**config.mk**
```make
export PLATFORM = sky130hd
export DESIGN_NAME = alu_issue_ctrl
export DESIGN_NICKNAME = d
export VERILOG_FILES = /design/src/rtl/alu_pkg.sv /design/src/rtl/alu_op_decode.sv /design/src/rtl/alu_issue_ctrl.sv
export SDC_FILE = /design/constraint.sdc
export NUM_CORES = 1
export LEC_CHECK = 0
export BUFFER_PORTS_ARGS = -buffer_cell sky130_fd_sc_hd__buf_2
export CORE_UTILIZATION = 51
export DETAILED_ROUTE_END_ITERATION = 12
export PLACE_DENSITY = 0.89
export SLEW_MARGIN = 30
export SYNTH_ARGS = -nofsm -noshare
export SYNTH_HDL_FRONTEND = slang
export SYNTH_HIERARCHICAL = 1
export SYNTH_SLANG_ARGS = --single-unit
```
**constraint.sdc**
```tcl
create_clock -name clk -period 6.1 [get_ports clk]
set_input_delay 0.915 -clock clk [delete_from_list [all_inputs] [get_ports clk]]
set_output_delay 0.915 -clock clk [all_outputs]
set_load 0.05 [all_outputs]
```
**src/rtl/alu_pkg.sv**
```systemverilog
`default_nettype none
// ============================================================================
// Module      : alu_pkg
// Description : Opcode constants, issue-FSM state type and opcode helpers
//               shared by the ALU issue controller and its decoder.
// Revision    : 1.0 - initial release
// ============================================================================
package alu_pkg;

  localparam logic [3:0] c_op_and = 4'd0;
  localparam logic [3:0] c_op_or  = 4'd1;
  localparam logic [3:0] c_op_neg = 4'd2;
  localparam logic [3:0] c_op_not = 4'd3;
  localparam logic [3:0] c_op_sub = 4'd4;
  localparam logic [3:0] c_op_add = 4'd5;
  localparam logic [3:0] c_op_mul = 4'd6;
  localparam logic [3:0] c_op_ror = 4'd7;
  localparam logic [3:0] c_op_div = 4'd8;
  localparam logic [3:0] c_op_shr = 4'd9;
  localparam logic [3:0] c_op_shl = 4'd10;

  localparam int c_num_ops = 11;

  typedef enum logic [1:0] {
    ST_IDLE  = 2'd0,
    ST_ISSUE = 2'd1,
    ST_WAIT  = 2'd2,
    ST_DONE  = 2'd3
  } state_t;

  function automatic logic is_muldiv(input logic [3:0] op);
    return (op == c_op_mul) || (op == c_op_div);
  endfunction

endpackage
`default_nettype wire

```
**src/rtl/alu_op_decode.sv**
```systemverilog
`default_nettype none
// ============================================================================
// Module      : alu_op_decode
// Description : Combinational 4-bit opcode to 11-bit one-hot ALU select,
//               plus a flag for the unused opcodes 11..15.
// Revision    : 1.0 - initial release
// ============================================================================
module alu_op_decode
  import alu_pkg::*;
(
  input  logic [3:0]           op,
  output logic [c_num_ops-1:0] onehot,
  output logic                 illegal
);

  // Bit i of the one-hot vector corresponds to opcode i.
  for (genvar i = 0; i < c_num_ops; i++) begin : g_onehot
    assign onehot[i] = (op == 4'(i));
  end

  assign illegal = (op >= 4'(c_num_ops));

endmodule
`default_nettype wire

```
**src/rtl/alu_issue_ctrl.sv**
```systemverilog
`default_nettype none
// ============================================================================
// Module      : alu_issue_ctrl
// Description : Accepts one ALU request, drives operands and a one-hot select
//               for the op's duration, then captures the result into Z.
// Revision    : 1.0 - initial release
// ============================================================================
module alu_issue_ctrl
  import alu_pkg::*;
#(
  parameter int unsigned MULDIV_WAIT = 2
) (
  input  logic        clk,
  input  logic        rst_n,
  input  logic        req_valid,
  output logic        req_ready,
  input  logic [3:0]  req_op,
  input  logic [31:0] req_a,
  input  logic [31:0] req_b,
  output logic [31:0] alu_rb,
  output logic [31:0] alu_ry,
  output logic        op_and,
  output logic        op_or,
  output logic        op_neg,
  output logic        op_not,
  output logic        op_sub,
  output logic        op_add,
  output logic        op_mul,
  output logic        op_ror,
  output logic        op_div,
  output logic        op_shr,
  output logic        op_shl,
  input  logic [31:0] alu_lo,
  input  logic [31:0] alu_hi,
  output logic        res_valid,
  input  logic        res_ready,
  output logic [31:0] z_lo,
  output logic [31:0] z_hi,
  output logic        err_op,
  output logic        err_div0
);

  localparam bit         c_has_wait  = (MULDIV_WAIT != 0);
  localparam logic [3:0] c_wait_init = 4'(MULDIV_WAIT - 1);

  logic [c_num_ops-1:0] w_dec_onehot;
  logic                 w_dec_illegal;
  logic                 w_req_div0;

  state_t               r_state;
  logic [3:0]           r_op;
  logic                 r_illegal;
  logic                 r_div0;
  logic [3:0]           r_cnt;
  logic [c_num_ops-1:0] r_op_lines;

  alu_op_decode u_op_decode (
    .op      (req_op),
    .onehot  (w_dec_onehot),
    .illegal (w_dec_illegal)
  );

  assign w_req_div0 = (req_op == c_op_div) && (req_b == 32'd0);

  always_ff @(posedge clk or negedge rst_n) begin
    if (!rst_n) begin
      r_state    <= ST_IDLE;
      r_op       <= 4'd0;
      r_illegal  <= 1'b0;
      r_div0     <= 1'b0;
      r_cnt      <= 4'd0;
      r_op_lines <= '0;
      req_ready  <= 1'b1;
      alu_rb     <= 32'd0;
      alu_ry     <= 32'd0;
      res_valid  <= 1'b0;
      z_lo       <= 32'd0;
      z_hi       <= 32'd0;
      err_op     <= 1'b0;
      err_div0   <= 1'b0;
    end else begin
      case (r_state)
        ST_IDLE: begin
          if (req_valid) begin
            alu_rb     <= req_a;
            alu_ry     <= req_b;
            r_op       <= req_op;
            r_illegal  <= w_dec_illegal;
            r_div0     <= w_req_div0;
            // Divide-by-zero never selects the divider.
            r_op_lines <= w_req_div0 ? '0 : w_dec_onehot;
            err_op     <= 1'b0;
            err_div0   <= 1'b0;
            req_ready  <= 1'b0;
            r_state    <= ST_ISSUE;
          end
        end
        ST_ISSUE: begin
          if (r_illegal || r_div0) begin
            z_lo       <= 32'd0;
            z_hi       <= 32'd0;
            err_op     <= r_illegal;
            err_div0   <= r_div0;
            r_op_lines <= '0;
            res_valid  <= 1'b1;
            r_state    <= ST_DONE;
          end else if (is_muldiv(r_op) && c_has_wait) begin
            r_cnt   <= c_wait_init;
            r_state <= ST_WAIT;
          end else begin
            // Only multicycle ops produce a meaningful high word.
            z_lo <= alu_lo;
            if (is_muldiv(r_op)) begin
              z_hi <= alu_hi;
            end
            r_op_lines <= '0;
            res_valid  <= 1'b1;
            r_state    <= ST_DONE;
          end
        end
        ST_WAIT: begin
          if (r_cnt == 4'd0) begin
            z_lo       <= alu_lo;
            z_hi       <= alu_hi;
            r_op_lines <= '0;
            res_valid  <= 1'b1;
            r_state    <= ST_DONE;
          end else begin
            r_cnt <= r_cnt - 4'd1;
          end
        end
        ST_DONE: begin
          if (res_ready) begin
            res_valid <= 1'b0;
            req_ready <= 1'b1;
            r_state   <= ST_IDLE;
          end
        end
        default: begin
          r_state <= ST_IDLE;
        end
      endcase
    end
  end

  assign op_and = r_op_lines[c_op_and];
  assign op_or  = r_op_lines[c_op_or];
  assign op_neg = r_op_lines[c_op_neg];
  assign op_not = r_op_lines[c_op_not];
  assign op_sub = r_op_lines[c_op_sub];
  assign op_add = r_op_lines[c_op_add];
  assign op_mul = r_op_lines[c_op_mul];
  assign op_ror = r_op_lines[c_op_ror];
  assign op_div = r_op_lines[c_op_div];
  assign op_shr = r_op_lines[c_op_shr];
  assign op_shl = r_op_lines[c_op_shl];

endmodule
`default_nettype wire
```
== After elaboration in Yosys (flattened, before gate mapping) ==
Index checks and enable logic that the tools add are counted.

* Register bits: 155
* Input port bits: 136
* Output and inout bits: 143
* Word-level logic and storage cells: 95

* Add/sub/neg operators: 1
* Magnitude comparators: 1
* Equality and inequality tests: 23
* Muxes and demuxes: 35
* Reductions and logical operators: 21

{| class="wikitable"
|+ Operator list
! operator !! count
|-
| $mux 32 || 5
|-
| $pmux 32 s2 || 2
|-
| $mux 11 || 5
|-
| $pmux 11 s3 || 1
|-
| $logic_not 32->1 || 1
|-
| $eq 4x3->1 const B || 5
|-
| $eq 4x4->1 const B || 4
|-
| $reduce_and 3->1 || 5
|-
| $ne 2x2->1 const B || 7
|-
| $mux 4 || 3
|-
| $reduce_and 4->1 || 3
|-
| $mux 1 || 10
|-
| $eq 4x2->1 const B || 2
|-
| $logic_not 4->1 || 2
|-
| $pmux 2 s4 || 1
|-
| $pmux 4 s2 || 1
|-
| $mux 2 || 3
|-
| $pmux 1 s2 || 3
|-
| $reduce_bool 2->1 || 3
|-
| $reduce_bool 3->1 || 2
|-
| $eq 2x2->1 const B || 2
|-
| $eq 4x1->1 const B || 1
|-
| $ge 4x4->1 const B || 1
|-
| $sub 4x1->4 const B || 1
|-
| other kinds (7) || 8
|}

== Longest topological paths before layout ==
* Depth in word-level cells: 5
* Gate-level depth with buffers: 9
* Depth with buffers taken out: 6

== By module ==
The synthesis kept the hierarchy.

{| class="wikitable"
|+ By module, submodules not included
! module !! instances !! cells an instance !! area an instance (um^2) !! sequential area each (um^2)
|-
| alu_issue_ctrl || 1 || 566 || 6,792.8 || 3,880.0
|-
| alu_op_decode || 1 || 18 || 105.1 || 0.0
|}

== Worst setup path before layout ==
OpenSTA, ideal clock, no wires.

* Path type: input port to flip-flop
* From: in req_b[5]
* To: reg r_op_lines[2]
* Library setup time: 120 ps
* Data arrival time: 2,107 ps
* Required time: 5,980 ps
* Slack: 3,873 ps
* Cell stages on the path: 5
* Buffers on the path: 1
* Cell sequence: or4_1 > nor2_1 > a31oi_1 > clkbuf_1 > a31o_2

* Cells in the longest elaborated chain, start to end: 5

{| class="wikitable"
|+ RTL lines
! what !! RTL line !! text
|-
| start, declared || alu_issue_ctrl.sv:19 || <nowiki>input logic [31:0] req_b,</nowiki>
|-
| $logic_not 32->1 || alu_issue_ctrl.sv:63 || <nowiki>assign w_req_div0 = (req_op == c_op_div) && (req_b == 32'd0);</nowiki>
|-
| $logic_and 1x1->1 || alu_issue_ctrl.sv:63 ||
|-
| $mux 11 || alu_issue_ctrl.sv:91 || <nowiki>r_op_lines <= w_req_div0 ? '0 : w_dec_onehot;</nowiki>
|-
| $mux 11 || alu_issue_ctrl.sv:84 || <nowiki>if (req_valid) begin</nowiki>
|-
| $pmux 11 s3 || alu_issue_ctrl.sv:82 || <nowiki>case (r_state)</nowiki>
|-
| end signal, assigned || alu_issue_ctrl.sv:91 ||
|-
| end, declared || alu_issue_ctrl.sv:55 || <nowiki>logic [c_num_ops-1:0] r_op_lines;</nowiki>
|}

Every way passes these cells. The select of a mux whose other input is x is not followed.
A chain may end at the register's enable or synchronous reset.

== Final worst setup path ==
* From: reg r_state[1]
* To: reg z_lo[5]

* Cells in the longest elaborated chain, start to end: 3
* Elaborated cells on any way between the ends: 7
* Classes of those cells: eq/ne (4); mux (1); reduce/logical (2)

{| class="wikitable"
|+ RTL lines
! what !! RTL line !! text
|-
| start, declared || alu_issue_ctrl.sv:50 || <nowiki>state_t r_state;</nowiki>
|-
| start signal, assigned || alu_issue_ctrl.sv:67 || <nowiki>r_state <= ST_IDLE;</nowiki>
|-
| start signal, assigned || alu_issue_ctrl.sv:95 || <nowiki>r_state <= ST_ISSUE;</nowiki>
|-
| start signal, assigned || alu_issue_ctrl.sv:106 || <nowiki>r_state <= ST_DONE;</nowiki>
|-
| $eq 2x1->1 / $eq 2x2->1 (equally long branches) || alu_issue_ctrl.sv:82 ||
|-
| $ne 3x3->1 (no source line) (tied with other cells) || n/a ||
|-
| $reduce_and 3->1 (no source line) || n/a ||
|-
| end signal, assigned || alu_issue_ctrl.sv:112 || <nowiki>z_lo <= alu_lo;</nowiki>
|-
| end signal, assigned || alu_issue_ctrl.sv:123 || <nowiki>z_lo <= alu_lo;</nowiki>
|-
| end, declared || alu_issue_ctrl.sv:37 || <nowiki>output logic [31:0] z_lo,</nowiki>
|}

Parallel ways exist; a longest one is shown, timed or not.

==> flow_summary.json <==
{
  "hp-class": "reg2reg",
  "routed_wl_um": 16400,
  "synthFlopType": "dfrtp_1",
  "cts_made_buffers": 17,
  "synth.area.top_cells": "dfrtp_1, mux2_2, nand2_1",
  "drv_cap": 0,
  "synth_top_area_cell": "dfrtp_1",
  "max_freq_ghz": 0.367,
  "ios": 279,
  "fp.dieW_um": 118,
  "fill_cells": 1013,
  "tritoncts": "yes",
  "required_ns": 6.43,
  "fin_worst_skew_ns": 0.00532,
  "grt_overflow": 0,
  "post-cts-setup-buffers": 0,
  "dr.pass1.iters": 4,
  "slew_headroom_pct": 39.8,
  "holdCritStartpoint": "z_hi[16]$_DFFE_PN0P_",
  "worst_pin_slew_ns": 0.903,
  "synth-adder-area-share_pct": 1.45,
  "setup-tns-final_ns": 0,
  "yosys.area_share.xor_xnor_pct": 0,
  "antenna_left": 0,
  "synth_top_cell_area_share_pct": 55.9,
  "ctsResizeCount": 0,
  "worstSetupStartpointType": "flop",
  "vias_per_cell": 5.16,
  "synth.net_count": 728,
  "areaGrowthSynthToFinish_pct": 29.9,
  "first_iter_violations": 215,
  "syn_area_sq_um": 6900,
  "clkSinkCount": 155,
  "worstSetupPathType": "reg2reg",
  "ys_ff_latch": 155,
  "vias": 5405,
  "period_minus_slack_ns": 2.73,
  "hpwl_um": 11600,
  "hold_viol": 0,
  "end_kind": "flop",
  "clockBufferDepth": 2,
  "drc": 0,
  "portBuffers": 278,
  "die_area_sq_um": 14000,
  "place_congestion": 0.811,
  "yosysSeqAreaShare_pct": 56.2,
  "yosys.area_share.simple_pct": 10.4,
  "post_synth.cell_area_avg_sq_um": 11.8,
  "cts_max_level": 4,
  "grt_pass1_vias": 5566,
  "clkSlewWorstSetupHoldPaths_ns": 0.06,
  "rows": 42,
  "drv_slew": 0,
  "core_area_sq_um": 13200,
  "cts_root_buf": "clkbuf_16",
  "yosysWarningCount": 6,
  "grt_pass1_wl_um": 26900,
  "cts_hold_buf": 0,
  "drive_gt1_share_pct": 50.2,
  "wire_per_inst_um": 15.7,
  "clk_latency_ns": 0.41,
  "synth.distinct_cells": 59,
  "synth_cells": 584,
  "cp.arrival_ns": 3.05,
  "status": "completed",
  "cp-startpoint": "r_state[1]$_DFFE_PN0P_",
  "nets": 1001,
  "groute.usage.overall_pct": 24.7,
  "synth_top_family_by_area": "multiplexers",
  "synth_edf_count": 0,
  "cp_max_fo": 32,
  "synthMuxAreaShare_pct": 16.5,
  "grt_start_max_net_pins": 111,
  "async_flop_share_pct": 100,
  "dieHeight_um": 118,
  "post-route-period-util_pct": 44.7,
  "finalSetupViolations": 0,
  "antenna_found_initial": 2,
  "start_util_pct": 52.1,
  "rsz0062_at_grt": "false",
  "rr_startpoint": "r_state[1]$_DFFE_PN0P_",
  "synth_compound_area_share_pct": 10.1
}
[metal layers]
| layer | up-vias | GRT usage, % | routed length (um) |
|---|---|---|---|
| li1 | 2569 | - | - |
| met1 | 2617 | 27.3 | 6280 |
| met2 | 200 | 44.2 | 8750 |
| met3 | 19 | 6.81 | 1070 |
| met4 | 0 | 10.6 | 310 |
| met5 | - | 0 | 0 |
[cells in the mapped netlist (4+ instances only)]
master	n
buf_1	4
mux2_2	70
o21ai_2	28
nand2_1	104
a31o_2	8
o21ai_1	5
nor2_1	9
a21oi_1	4
clkbuf_1	13
buf_6	10
inv_1	42
a21boi_1	7
mux2i_1	35
a21boi_0	4
nor3_1	6
dfrtp_1	154
nor4_1	7
o21ai_0	7
ha_1	8
[metrics by stage]
| stage | hold slack [ns] | std cells | util, % | cell area, sq um | setup WS [ns] |
|---|---|---|---|---|---|
| final | 0.469 | 1048 | 67.7 | 8960 | 3.37 |
| after detailed placement | 0.460 | 1014 | 63.3 | 8380 | 3.34 |
| after global placement | 0.453 | 1014 | 63.3 | 8380 | 3.51 |
| after floorplan | 0.486 | 584 | - | 6900 | 3.87 |
| after global routing | 0.489 | 1048 | 67.7 | 8960 | 3.17 |
| after CTS | 0.474 | 1046 | 67.6 | 8950 | 3.33 |
[flip-flops by register name, indices dropped and copies added (netlist names)]
| register | count |
|---|---|
| err_op | 1 |
| res_valid | 1 |
| z_hi | 32 |
| r_div0 | 1 |
| alu_rb | 32 |
| r_op_lines | 11 |
| r_cnt | 4 |
| z_lo | 32 |
| r_state | 2 |
| r_illegal | 1 |
| err_div0 | 1 |
| req_ready | 1 |
| alu_ry | 32 |
| r_op | 4 |
[worst max-delay path, stage by stage (launching register included)]
cell and delay, ns:
dfrtp_1 0.43, inv_1 0.12, ha_1 0.56, nor3b_1 0.32, o211ai_1 0.13, buf_4 0.21
o211ai_4 0.08, buf_4 0.48, mux2i_1 0.27
[worst paths after layout]
kind                                         to  slack, ns  cells after the start
min reg2reg                z_hi[16]$_DFFE_PN0P_       0.47                      2
max in group asynchronous   z_hi[1]$_DFFE_PN0P_       4.44                      2
min                        z_hi[16]$_DFFE_PN0P_       0.47                      2
max                         z_lo[5]$_DFFE_PN0P_       3.37                      8
max reg2reg                 z_lo[5]$_DFFE_PN0P_       3.37                      8
min in group asynchronous  z_lo[31]$_DFFE_PN0P_       0.59                      1
[cell families after synthesis]
group / count (synthesis)
adders and majority gates: 8
buffers and inverters: 73
muxes: 105
DFF: 155
and+or+nand+nor: 156
AOI/OAI and AO/OA: 87
[area by class of cell]
type	count	area (sq um)	area share (%)
multi-input cells	356	2680	29.9
well taps	176	220	2.46
inverters	42	158	1.76
diodes	2	5.00	0.0558
repair buffers	285	1450	16.2
clock inverters	15	140	1.56
clock buffers	17	425	4.75
flip-flops and latches	155	3880	43.3
[layout by cell type, fill, tap and decap left out, types with 2 or more instances in the layout]
cell / instances
nand3b_1: 2
nor2b_1: 3
o21ai_0: 7
a31o_2: 8
nor3_1: 6
nand2b_1: 3
nor3b_1: 3
ha_1: 8
a21boi_1: 7
a21boi_0: 4
or4_1: 2
diode_2: 2
a22oi_1: 3
clkbuf_16: 17
dfrtp_1: 154
a21oi_1: 4
nand3_1: 2
mux2_2: 70
buf_4: 7
clkinv_2: 3
clkinv_4: 2
a221o_1: 2
a31o_1: 3
clkinvlp_4: 3
o21ai_2: 28
and2_1: 2
nor4_1: 7
o21ai_1: 5
nor2_1: 9
mux2i_1: 35
inv_6: 5
nand2_1: 103
inv_1: 42
buf_2: 277
Power is left out: the tool's default activity adds up to more than one toggle a clock period on the data nets, which glitch-free logic cannot reach.
